<file path="src/rtl/ext_bus_responder_pkg.sv">
// Shared definitions for the external bus command format and responder state.
// Used by the memory controller and by ext_bus_responder.
package ext_bus_responder_pkg;

  localparam int unsigned BUS_W        = 32;
  localparam int unsigned WM_W         = BUS_W / 8;
  localparam int unsigned CMD_WE       = 31;
  localparam int unsigned CMD_ADDR_MSB = 29;
  localparam int unsigned CMD_ADDR_LSB = 0;
  localparam int unsigned CMD_ADDR_W   = CMD_ADDR_MSB - CMD_ADDR_LSB + 1;

  typedef enum logic [1:0] {
    ST_IDLE    = 2'd0,
    ST_WRITE   = 2'd1,
    ST_READ_TA = 2'd2,
    ST_READ    = 2'd3
  } state_e;

  // Start word address field of a command word; bit 30 is reserved.
  function automatic logic [CMD_ADDR_W-1:0] cmd_addr(input logic [BUS_W-1:0] cmd);
    return cmd[CMD_ADDR_MSB:CMD_ADDR_LSB];
  endfunction

endpackage

</file>
<file path="src/rtl/ext_bus_responder.sv">
// Burst responder on the external memory bus, backed by a synchronous SRAM.
// SRAM strobes are combinational so a read issued in cycle N returns data in N+1.
module ext_bus_responder
  import ext_bus_responder_pkg::*;
#(
  parameter int unsigned ADDR_W = 16
) (
  input  logic              clk,
  input  logic              rst,
  input  logic              IN_en,
  input  logic [BUS_W-1:0]  IN_bus,
  output logic [BUS_W-1:0]  OUT_bus,
  output logic              OUT_oen,
  output logic              OUT_busy,
  output logic              OUT_MEM_nce,
  output logic              OUT_MEM_nwe,
  output logic [ADDR_W-1:0] OUT_MEM_addr,
  output logic [BUS_W-1:0]  OUT_MEM_data,
  output logic [WM_W-1:0]   OUT_MEM_wm,
  input  logic [BUS_W-1:0]  IN_MEM_data
);

  state_e              state_q, state_d;
  logic [ADDR_W-1:0]   cnt_q;
  logic                cnt_load, cnt_inc;
  logic                oen_d;
  logic                armed_q;

  // State register
  always_ff @(posedge clk or negedge rst) begin
    if (!rst) state_q <= ST_IDLE;
    else      state_q <= state_d;
  end

  // Word address counter, wraps modulo 2^ADDR_W
  always_ff @(posedge clk or negedge rst) begin
    if (!rst)          cnt_q <= '0;
    else if (cnt_load) cnt_q <= ADDR_W'(cmd_addr(IN_bus));
    else if (cnt_inc)  cnt_q <= cnt_q + ADDR_W'(1);
  end

  // Bus ownership flag; armed requires a low IN_en after reset before a command
  always_ff @(posedge clk or negedge rst) begin
    if (!rst) begin
      OUT_oen <= 1'b0;
      armed_q <= 1'b0;
    end else begin
      OUT_oen <= oen_d;
      if (!IN_en) armed_q <= 1'b1;
    end
  end

  // Next state and SRAM strobes
  always_comb begin
    state_d      = state_q;
    cnt_load     = 1'b0;
    cnt_inc      = 1'b0;
    oen_d        = 1'b0;
    OUT_MEM_nce  = 1'b1;
    OUT_MEM_nwe  = 1'b1;
    OUT_MEM_addr = '0;
    OUT_MEM_data = '0;
    OUT_MEM_wm   = '0;
    case (state_q)
      ST_IDLE: begin
        if (IN_en && armed_q) begin
          cnt_load = 1'b1;
          state_d  = IN_bus[CMD_WE] ? ST_WRITE : ST_READ_TA;
        end
      end
      ST_WRITE: begin
        if (IN_en) begin
          OUT_MEM_nce  = 1'b0;
          OUT_MEM_nwe  = 1'b0;
          OUT_MEM_addr = cnt_q;
          OUT_MEM_data = IN_bus;
          OUT_MEM_wm   = '1;
          cnt_inc      = 1'b1;
        end else begin
          state_d = ST_IDLE;
        end
      end
      ST_READ_TA, ST_READ: begin
        if (IN_en) begin
          OUT_MEM_nce  = 1'b0;
          OUT_MEM_addr = cnt_q;
          cnt_inc      = 1'b1;
          oen_d        = 1'b1;
          state_d      = ST_READ;
        end else begin
          state_d = ST_IDLE;
        end
      end
      default: state_d = ST_IDLE;
    endcase
  end

  assign OUT_bus  = OUT_oen ? IN_MEM_data : '0;
  assign OUT_busy = (state_q != ST_IDLE);

endmodule

</file>
<file path="config.mk">
export PLATFORM = sky130hd
export DESIGN_NAME = ext_bus_responder
export DESIGN_NICKNAME = d
export VERILOG_FILES = /design/src/rtl/ext_bus_responder_pkg.sv /design/src/rtl/ext_bus_responder.sv
export SDC_FILE = /design/constraint.sdc
export NUM_CORES = 1
export LEC_CHECK = 0
export ABC_AREA = 1
export CORE_MARGIN = 2
export CORE_UTILIZATION = 37
export DETAILED_ROUTE_END_ITERATION = 8
export GPL_TIMING_DRIVEN = 0
export PLACE_DENSITY = 0.89
export SLEW_MARGIN = 20
export SYNTH_ARGS = -nofsm -noshare
export SYNTH_HDL_FRONTEND = slang
export SYNTH_SLANG_ARGS = --single-unit
</file>
<file path="constraint.sdc">
create_clock -name clk -period 2 [get_ports clk]
set_input_delay 0.2 -clock clk [delete_from_list [all_inputs] [get_ports clk]]
set_output_delay 0.2 -clock clk [all_outputs]
set_load 0.02 [all_outputs]
</file>
; ---- Word level (Yosys, flattened, before mapping)
; Cells that the tools add are included.
[totals]
reg_bits = 20
inputBits = 67
out_inout_bits = 88
wordCells = 39
[op_classes]
reduce_logical = 7
mux = 22
n_eq_ne = 5
add_sub_neg = 1
[op_table]
columns = cell, count
row1 = $mux W32, 3
row2 = $mux W16, 4
row3 = $add A16 B1 Y16 const B, 1
row4 = $mux W1, 8
row5 = $mux W2, 4
row6 = $mux W4, 2
row7 = $pmux W2 S3, 1
row8 = $eq A2 B2 Y1 const B, 2
row9 = $ne A2 B2 Y1 const B, 2
row10 = $reduce_bool A2 Y1, 2
row11 = $reduce_or A3 Y1, 1
row12 = $eq A2 B1 Y1 const B, 1
row13 = $logic_not A2 Y1, 1
row14 = $reduce_and A2 Y1, 1
row15 = $reduce_or A2 Y1, 1
row16 = $logic_and A1 B1 Y1, 1

; ---- Logic depth before layout (Yosys ltp)
; Gate-level depths: netlist of run 1.
[depth]
word_depth = 5
depth_mapped = 10
mapped_depth_nobuf = 9

; ---- Worst setup path before layout of run 1
; Ideal clock, no wire load.
[synth_path]
kind = register to output
start = reg state_q[1]
end = out OUT_MEM_addr[10]
t_required_ps = 1800
setup_slack_ps = 552
arrival_time_ps = 1248
stages_incl_launch_ff = 7
n_path_buf = 2
cell_sequence = dfrtp_1 > nor2_4 > inv_2 > nand2_1 > buf_4 > buf_4 > nor2_1
[synth_via]
elab_chain_cells = 3
word_cells_on_any_way = 5
cone_classes = eq/ne (3) / mux (1) / reduce/logical (1)
[synth_rtl]
columns = element, line_no
row1 = "start, declared", ext_bus_responder.sv:23  ; state_e state_q, state_d;
row2 = "start signal, assigned", ext_bus_responder.sv:32  ; else state_q <= state_d;
row3 = $eq A2 B2 Y1 / $eq A2 B1 Y1 (equally long branches), ext_bus_responder.sv:64  ; case (state_q)
row4 = $reduce_or A3 Y1 (no line) *, n/a
row5 = $mux W16 *, n/a
row6 = "end, declared", ext_bus_responder.sv:17  ; output logic [ADDR_W-1:0] OUT_MEM_addr,
; Every way passes the cells marked *; elsewhere a longest branch is shown, timed or not.

; ---- Final worst setup path of run 1
[layout_path]
start = reg state_q[0]
end = out OUT_MEM_data[31]
[layout_via]
elab_chain_cells = 2
[layout_rtl]
columns = element, line_no
row1 = $eq A2 B1 Y1, ext_bus_responder.sv:64
row2 = $mux W32, ext_bus_responder.sv:64
row3 = "end, declared", ext_bus_responder.sv:18  ; output logic [BUS_W-1:0] OUT_MEM_data,
; No other way between the ends.

==> results of run 1 <==
metrics by stage:
step / util, % / power (mW) / instance area (sq um) / TNS [ns]
after floorplan: - / 2.36 / 2000 / 0
after CTS: 69.9 / 3.60 / 3620 / 0
after global routing: 70.5 / 3.92 / 3640 / 0
after detailed placement: 70.0 / 3.44 / 3620 / -0.0285
final: 70.5 / 3.63 / 3640 / 0
after global placement: 70.0 / 3.37 / 3620 / 0
cells by family (layout without fill, tap and decap cells):
| family | Yosys count | after routing | synth area share (%) |
|---|---|---|---|
| fa+ha+maj | 1 | 1 | 0.625 |
| compound gates | 37 | 37 | 10.8 |
| xor+xnor | 3 | 3 | 1.31 |
| simple gates | 175 | 175 | 36.7 |
| buf+inv | 120 | 277 | 25.5 |
| flops | 20 | 20 | 25.0 |
layout make-up:
class	instances	area, sq um	share of cell area (%)
plain buffers	17	131	3.60
well taps	70	87.6	2.40
repair buffers	154	1500	41.2
flip-flops and latches	20	500	13.7
clock buffers	3	41.3	1.13
multi-input cells	216	992	27.2
inverters	103	389	10.7
cell usage after synthesis, drive strengths merged (3+ instances only):
master	instances
a21oi	5
buf	14
clkbuf	3
dfrtp	20
inv	103
nand2	90
nand3	15
nand4	3
nor2	66
o211ai	3
o21ai	24
o22ai	4
xor2	3
cells in the final DEF (no fill, tap or decap), drive strengths merged, types with 4 or more instances in the layout:
| master | instances |
|---|---|
| inv | 103 |
| dfrtp | 20 |
| a21oi | 5 |
| buf | 16 |
| dlygate4sd2 | 43 |
| dlymetal6s2s | 7 |
| nor2 | 66 |
| nand3 | 15 |
| o21ai | 24 |
| o22ai | 4 |
| nand2 | 90 |
| clkdlybuf4s50 | 103 |
| clkbuf | 5 |
where the power goes:
group | internal (mW) | switching, mW
Combinational | 1.05 | 1.50
Sequential | 0.587 | 0.225
Clock | 0.134 | 0.130
Total | 1.77 | 1.86
sequential cells by signal (all words and copies together), names as in the netlist:
register / flops
cnt_q: 16
OUT_oen: 1
state_q: 2
armed_q: 1
per-layer routing:
layer / vias to the layer above / global-route usage (%) / part of all wire, %
li1: 1345 / - / -
met3: 6 / 3.02 / 6.6
met1: 1174 / 28.6 / 42
met2: 111 / 42.6 / 51
met4: 0 / 4.46 / 0.65
met5: - / 0 / 0
path summary, 6_finish.rpt:
check,end,slack [ns]
hold / removal,armed_q,0.14
hold reg to reg,cnt_q[15],0.52
setup / recovery,OUT_MEM_data[31],0.08
max in group asynchronous,cnt_q[8],0.95
setup reg to reg,cnt_q[14],0.56
min in group asynchronous,cnt_q[9],0.46
timing repair:
action / CTS / global route
resized for setup: 48 / 9
pin swaps: 0 / 1
setup buffers: 0 / 1
endpoints found under the setup margin: 57 / 17
==> summary.md, run 1 <==
| Metric | Value |
|---|---|
| Status | `finished clean` |
| Max Root-Sink Buffers | `2` |
| Global placement routability congestion | `0.869` |
| Die Y | `77.5 um` |
| Cell total after placement | `579` |
| Worst path slowest cell | `clkdlybuf4s50_1` |
| FMAX | `521 MHz` |
| Number of synthesized flops with an enable pin | `0` |
| Layout cells sized above 1 | `8.97%` |
| Actual slew at the worst max-slew pin | `0.944 ns` |
| PnR worst setup slack | `0.0822 ns` |
| R2r startpoint | `cnt_q[1]` |
| Unrepaired setup endpoints after global routing | `no` |
| Worst setup path startpoint | `state_q[0]` |
| Row count | `26` |
| Clock sinks | `20` |
| Initial antenna violation count | `0` |
| Buf+Inv Stages, Crit Path | `2` |
| Gate Count Post-Synth | `356` |
| Post-synthesis sequential area ratio | `25.0%` |
| Synthesized Nets | `424` |
| GR Overflow Total | `0` |
| R2r worst-path depth | `8` |
| Hold Path Origin | `IN_en` |
| Area contributors post-synth | `dfrtp_1 (25%), inv_1 (17%), nand2_1 (16%)` |
| Most used cell, CP | `nor2_1` |
| FF+latch count, synth | `20` |
| Finished Layout Cells | `583` |
| Vias | `2636` |
| Hold Path Stages | `2` |
| Crit Path Category | `reg -> out` |
| Total track usage | `23.1%` |
| Worst slack, placed | `-0.0285 ns` |
| DRC viols | `0` |
| Routed len/inst | `12.4 um` |
| Post-synth ARST share | `100%` |
| Worst slew margin | `36.8%` |
| DIE WIDTH | `77.5 um` |
| Critical path depth | `5` |
| Synth cell types | `28` |
| Max_cap viols | `0` |
| Min-Delay Path Class | `in -> reg` |
| CP delay by family, top | `buffers and inverters` |
| Synth Cell Area | `0.00200 sq mm` |
| Post-Route WL | `7210 um` |
| Final nets | `583` |
| Post-synth top area cell | `dfrtp_1` |
| # diodes | `0` |
| Startpoint types | `flop` |
| Root buf cell | `clkbuf_8` |
| Top_reg_cell synth | `dfrtp_1` |
| Htree depth | `1` |
| Clk_lat worst skew | `0.26 ns` |
| CP Data Required Time | `1.80 ns` |
| Io pins | `155` |
| Area Growth Syn to Fin | `82.2%` |
| DRT Pass-1 Iters | `4` |
| Final period util | `95.9%` |
| Starting density of the core | `38.7%` |
| Fillers | `467` |
| Max incr delay on CP | `0.62 ns` |
| Cell Pwr Density | `995 mW/mm^2` |
| TritonCTS clock tree | `built` |
| Number of routed nets with antenna violations | `0` |
| Final slew viol count | `0` |
| Largest net degree at the start of global routing | `21` |
| Die area | `0.00601 sq mm` |
| First-pass GRT wire length | `11400 um` |
| Clock transition at path regs | `0.07 ns` |
| Vias in the first global route | `2537` |
| CORE AREA | `0.00517 sq mm` |
| Top cell type's share of synthesized area | `25.0%` |
| Worst VDD drop | `0.580 mV` |
| Worst-path maximum fanout | `8` |
| LEAKAGE | `2.29 nW` |
| Total CTS buffers | `3` |
| Worst Hold Slack | `0.145 ns` |
| Minimum clock period | `1.92 ns` |
| DR vias/cell | `4.52` |
| HPWL after detailed placement | `5820 um` |
| Final Hold Fails | `0` |
| Crit path capture type | `primary output` |
| Synthesis Warnings | `0` |
| Setup violators final | `0` |
| DRT iter0 DRCs | `139` |
| Worst clock skew | `0.00763 ns` |
| Synth Area per Inst | `5.62 sq um` |
| # hold bufs at CTS | `0` |
| CP Data Arrival Time | `1.72 ns` |
| Number of port buffers | `153` |
| Worst path cell trace | `inv_1 > nor2_1 > nand2_2 > nor2_1 > clkdlybuf4s50_1` |
(Power assumes the default switching activity.)
==> run 2, diff against run 1 <==
--- a/config.mk
+++ b/config.mk
@@ -6,6 +6,7 @@
 export NUM_CORES = 1
 export LEC_CHECK = 0
 export ABC_AREA = 1
+export CORE_ASPECT_RATIO = 1.5
 export CORE_MARGIN = 2
 export CORE_UTILIZATION = 37
 export DETAILED_ROUTE_END_ITERATION = 8
==> run 2 against run 1 <==
Net effect:
- setup slack worse by 0.0061 ns
- cell count fell by 0.17%
- largest cell class unchanged
- sequential power barely moved
- clock power is 22% higher
- critical endpoint unchanged
- clock skew is 0.0059 ns lower
- hold slack lost 0.015 ns
- clock-buffer cell count increased by 1
- sequential share of layout area hardly changed
==> summary.md, run 2 (same netlist as run 1, synthesis figures left out) <==
| Metric | Value |
|---|---|
| Status | `finished clean` |
| Max incr delay on CP | `0.61 ns` |
| Number of routed nets with antenna violations | `0` |
| Largest regs | `cnt_q: 16 flops, state_q: 2 flops` |
| Buf+Inv Stages, Crit Path | `2` |
| Final slew viol count | `0` |
| DRT iter0 DRCs | `79` |
| Min-Delay Path Class | `in -> reg` |
| Setup violators final | `0` |
| Actual slew at the worst max-slew pin | `0.956 ns` |
| Crit path capture type | `primary output` |
| Htree depth | `1` |
| Fillers | `439` |
| Io pins | `155` |
| Max_cap viols | `0` |
| Area Growth Syn to Fin | `82.2%` |
| CORE AREA | `0.00516 sq mm` |
| Most common cell after layout, fill and taps aside | `clkdlybuf4s50_1` |
| Final Hold Fails | `0` |
| DIE WIDTH | `64.0 um` |
| CP Data Required Time | `1.80 ns` |
| CP delay by family, top | `buffers and inverters` |
| Post-Route WL | `7460 um` |
| Hold Path Origin | `IN_en` |
| R2r startpoint | `state_q[1]` |
| Starting density of the core | `38.7%` |
| Max reg flops | `16` |
| Final nets | `583` |
| Clk_lat worst skew | `0.26 ns` |
| LEAKAGE | `2.29 nW` |
| Root buf cell | `clkbuf_8` |
| Unrepaired setup endpoints after global routing | `no` |
| Global placement routability congestion | `0.862` |
| CP Data Arrival Time | `1.72 ns` |
| Worst slew margin | `36.1%` |
| TritonCTS clock tree | `built` |
| PnR worst setup slack | `0.0760 ns` |
| Reg-to-reg endpoint | `cnt_q[4]` |
| DR vias/cell | `4.68` |
| Final period util | `96.2%` |
| Crit Path Category | `reg -> out` |
| Critical path depth | `5` |
| Most frequent cells in the layout | `clkdlybuf4s50_1 (102), inv_1 (92), nand2_1 (85)` |
| Clock sinks | `20` |
| Number of port buffers | `153` |
| First-pass GRT wire length | `12200 um` |
| Initial antenna violation count | `0` |
| Largest net degree at the start of global routing | `21` |
| DRT Pass-1 Iters | `4` |
| Reg2reg setup slack | `0.57 ns` |
| # hold bufs at CTS | `0` |
| Minimum clock period | `1.92 ns` |
| Layout cells sized above 1 | `9.34%` |
| Row count | `32` |
| Worst clock skew | `0.00174 ns` |
| FMAX | `520 MHz` |
| Total Neg Setup Slack | `0 ns` |
| Worst path slowest cell | `clkdlybuf4s50_1` |
| Worst VDD drop | `0.694 mV` |
| Die Y | `94.1 um` |
| Worst-path maximum fanout | `8` |
| Total CTS buffers | `3` |
| Vias in the first global route | `2792` |
| Worst slack, placed | `0.0137 ns` |
| Startpoint types | `flop` |
| Clock transition at path regs | `0.08 ns` |
| Hold Path Stages | `2` |
| Total track usage | `25.7%` |
| Cell Pwr Density | `1010 mW/mm^2` |
| Vias | `2722` |
| Top reg by flops | `cnt_q` |
| HPWL after detailed placement | `6190 um` |
| Max Root-Sink Buffers | `2` |
| Placed Area | `0.00362 sq mm` |
| Worst path cell trace | `inv_1 > nor2_1 > nand2_2 > nor2_1 > clkdlybuf4s50_1` |
| # diodes | `0` |
| Fin area | `0.00365 sq mm` |
| Most used cell, CP | `nor2_1` |
| Routed len/inst | `12.8 um` |
| GR Overflow Total | `0` |
| WHS Endpoint | `armed_q` |
| Die area | `0.00602 sq mm` |
| DRC viols | `0` |
| R2r worst-path depth | `6` |
| Final core occ | `70.6%` |
-- run 2: cell types whose count changed in the layout (fill, tap and decap cells not counted) --
cell / previous run / this run
buf_4: 7 / 9
buf_6: 5 / 4
clkbuf_8: 3 / 4
clkdlybuf4s50_1: 103 / 102
dlygate4sd2_1: 43 / 44
dlymetal6s2s_1: 7 / 6
-- run 2: layer usage --
metal | global-route usage, % | part of all wire, % | up-vias
met5 | 0 | 0 | -
met4 | 16.1 | 4.4 | 0
met3 | 4.56 | 9.2 | 29
met2 | 50.2 | 53 | 154
met1 | 23.8 | 34 | 1196
li1 | - | - | 1343
-- run 2: worst register-to-register path, stage by stage, from the launching register on --
cell	delay, ns
dfrtp_1	0.43
nor2_4	0.16
buf_4	0.14
nand2_1	0.08
buf_2	0.20
o21ai_0	0.19
o22ai_1	0.11
-- run 2: final cells by class --
class / count / area (sq um) / share of cell area (%)
Inverter: 103 / 389 / 10.7
Sequential cell: 20 / 500 / 13.7
Timing Repair Buffer: 155 / 1500 / 41.2
Tap cell: 68 / 85.1 / 2.33
Clock buffer: 4 / 55.1 / 1.51
Buffer: 16 / 120 / 3.29
Multi-Input combinational cell: 216 / 992 / 27.2
-- run 2: repair_timing --
item	4_1_cts	5_1_grt
pin swaps	0	1
gates resized for setup	50	7
setup buffers	0	2
setup endpoints to repair	59	17
-- run 2: power by group --
group | internal (mW) | switching, mW
registers | 0.586 | 0.226
clock network | 0.176 | 0.146
logic | 1.04 | 1.49
-- run 2: worst max-delay path by stage --
stage               startpoint               end
finish              state_q[0]  OUT_MEM_data[31]
floorplan           state_q[1]  OUT_MEM_addr[10]
CTS                 state_q[0]   OUT_MEM_addr[3]
global placement    state_q[1]  OUT_MEM_data[30]
detailed placement  state_q[0]  OUT_MEM_data[30]
global route           OUT_oen       OUT_bus[21]
-- run 2: metrics by stage --
stage,power [mW],instances,hold slack [ns]
after floorplan,2.36,356,-0.0956
after global placement,3.36,577,0.406
after detailed placement,3.44,577,0.408
after CTS,3.66,581,0.133
after global routing,3.98,582,0.143
final,3.67,582,0.129
==> run 3, diff against run 2 <==
--- a/config.mk
+++ b/config.mk
@@ -7,11 +7,10 @@
 export LEC_CHECK = 0
 export ABC_AREA = 1
 export CORE_ASPECT_RATIO = 1.5
-export CORE_MARGIN = 2
 export CORE_UTILIZATION = 37
 export DETAILED_ROUTE_END_ITERATION = 8
 export GPL_TIMING_DRIVEN = 0
-export PLACE_DENSITY = 0.89
+export PLACE_DENSITY = 0.95
 export SLEW_MARGIN = 20
 export SYNTH_ARGS = -nofsm -noshare
 export SYNTH_HDL_FRONTEND = slang
==> constraint.sdc (replaced) <==
create_clock -name clk -period 2.5 [get_ports clk]
set_input_delay 0.25 -clock clk [delete_from_list [all_inputs] [get_ports clk]]
set_output_delay 0.25 -clock clk [all_outputs]
set_load 0.02 [all_outputs]
==> run 3 against run 2 <==
Net effect:
- utilization increased by 0.51 points
- total power decreased by 17%
- design area increased by 0.72%
- clock power decreased by 20%
- critical path depth unchanged
- clock skew increased by 0.0016 ns
- wire length increased by 2.2%
- hold slack improved by 0.050 ns
- sequential power decreased by 20%
- sequential share of layout area decreased by 0.098 points
- largest power group unchanged
==> summary.md, run 3 (same netlist as run 1, synthesis figures left out) <==
| Metric | Value |
|---|---|
| Area Growth Syn to Fin | `83.6%` |
| LEAKAGE | `1.99 nW` |
| Total Neg Setup Slack | `0 ns` |
| Total track usage | `26.6%` |
| Clock sinks | `20` |
| Most common cell after layout, fill and taps aside | `clkdlybuf4s50_1` |
| Crit path capture type | `primary output` |
| Actual slew at the worst max-slew pin | `0.965 ns` |
| Vias | `2753` |
| Worst slew margin | `35.5%` |
| # hold bufs at CTS | `0` |
| Max Root-Sink Buffers | `2` |
| R2r startpoint | `cnt_q[1]` |
| Global placement routability congestion | `0.933` |
| Htree depth | `1` |
| Placed Area | `0.00362 sq mm` |
| Die area | `0.00571 sq mm` |
| Setup violators final | `0` |
| Final period util | `92.4%` |
| WHS Endpoint | `armed_q` |
| Post-Route WL | `7630 um` |
| GR Overflow Total | `0` |
| DRT Pass-1 Iters | `5` |
| Clk_lat worst skew | `0.26 ns` |
| Die Y | `92.1 um` |
| Max reg flops | `16` |
| Number of routed nets with antenna violations | `0` |
| Number of port buffers | `153` |
| Row count | `32` |
| # diodes | `0` |
| Most frequent cells in the layout | `clkdlybuf4s50_1 (153), inv_1 (92), nand2_1 (86)` |
| Final Hold Fails | `0` |
| Final nets | `582` |
| DR vias/cell | `4.74` |
| Root buf cell | `clkbuf_8` |
| Startpoint types | `flop` |
| Top reg by flops | `cnt_q` |
| Post-CTS Setup Bufs | `0` |
| Min-Delay Path Class | `in -> reg` |
| Hold Path Origin | `IN_en` |
| Total CTS buffers | `3` |
| Worst clock skew | `0.00334 ns` |
| CP Data Arrival Time | `2.06 ns` |
| Largest net degree at the start of global routing | `21` |
| Initial antenna violation count | `0` |
| Minimum clock period | `2.31 ns` |
| Worst setup path startpoint | `state_q[1]` |
| Worst-path maximum fanout | `10` |
| Hold Path Stages | `2` |
| Largest regs | `cnt_q: 16 flops, state_q: 2 flops` |
| Routed len/inst | `13.1 um` |
| DRT iter0 DRCs | `135` |
| Reg-to-reg endpoint | `cnt_q[8]` |
| Unrepaired setup endpoints after global routing | `no` |
| HPWL after detailed placement | `6270 um` |
| FMAX | `433 MHz` |
| Io pins | `155` |
| Clock transition at path regs | `0.08 ns` |
| Crit Path Category | `reg -> out` |
| Vias in the first global route | `2610` |
| First-pass GRT wire length | `11400 um` |
| TritonCTS clock tree | `built` |
| Status | `finished clean` |
| DIE WIDTH | `62.0 um` |
| DRC viols | `0` |
| Max_cap viols | `0` |
| Reg2reg setup slack | `1.09 ns` |
| Starting density of the core | `38.7%` |
| Worst VDD drop | `0.457 mV` |
| Final slew viol count | `0` |
| # resized after CTS | `0` |
| Layout cells sized above 1 | `8.19%` |
| Cell Pwr Density | `825 mW/mm^2` |
| CP Data Required Time | `2.25 ns` |
| Fin area | `0.00367 sq mm` |
| CORE AREA | `0.00516 sq mm` |
| R2r worst-path depth | `8` |
-- run 3: per-layer routing --
| metal | GRT usage, % | up-vias | wire (um) |
|---|---|---|---|
| li1 | - | 1338 | - |
| met1 | 24.2 | 1226 | 2470 |
| met2 | 52.9 | 175 | 4110 |
| met3 | 4.37 | 14 | 852 |
| met4 | 10.4 | 0 | 195 |
| met5 | 0 | - | 0 |
-- run 3: power breakdown --
group / internal, mW / switching, mW / leakage, nW
registers: 0.469 / 0.182 / 0.241
logic: 0.912 / 1.21 / 1.72
clock network: 0.141 / 0.119 / 0.0288
-- run 3: final cells by class --
| type | count | area, sq um |
|---|---|---|
| clock buffer | 4 | 55.1 |
| inverter | 103 | 389 |
| timing repair buffer | 153 | 1530 |
| buffer | 17 | 121 |
| tap | 68 | 85.1 |
| multi-input combinational | 216 | 990 |
| sequential | 20 | 500 |
| fill | 394 | 1490 |
-- run 3: worst max path at each step --
stage	endpoint	slack (ns)	depth (start not counted)
detailed placement	OUT_MEM_data[5]	0.46	5
finish	OUT_MEM_data[5]	0.19	5
global route	OUT_MEM_data[5]	0.07	5
global placement	OUT_MEM_data[6]	0.50	5
CTS	OUT_MEM_data[5]	0.17	5
floorplan	OUT_MEM_addr[10]	1.00	6
-- run 3: metrics by stage --
stage / cells / hold slack, ns / utilization, % / setup WS (ns) / power (mW)
after floorplan: 356 / -0.0456 / - / 1.00 / 1.88
after global placement: 577 / 0.454 / 70.0 / 0.501 / 2.69
after detailed placement: 577 / 0.462 / 70.0 / 0.462 / 2.76
after CTS: 581 / 0.182 / 71.1 / 0.171 / 3.03
after global routing: 581 / 0.180 / 71.1 / 0.0697 / 3.26
final: 581 / 0.179 / 71.1 / 0.190 / 3.03
-- run 3: critical path: stages (launching register included) --
cell and delay (ns):
dfrtp_1 0.43, nor2_1 0.12, nand2_1 0.23, buf_2 0.29, nor2_1 0.11, clkdlybuf4s50_1 0.61
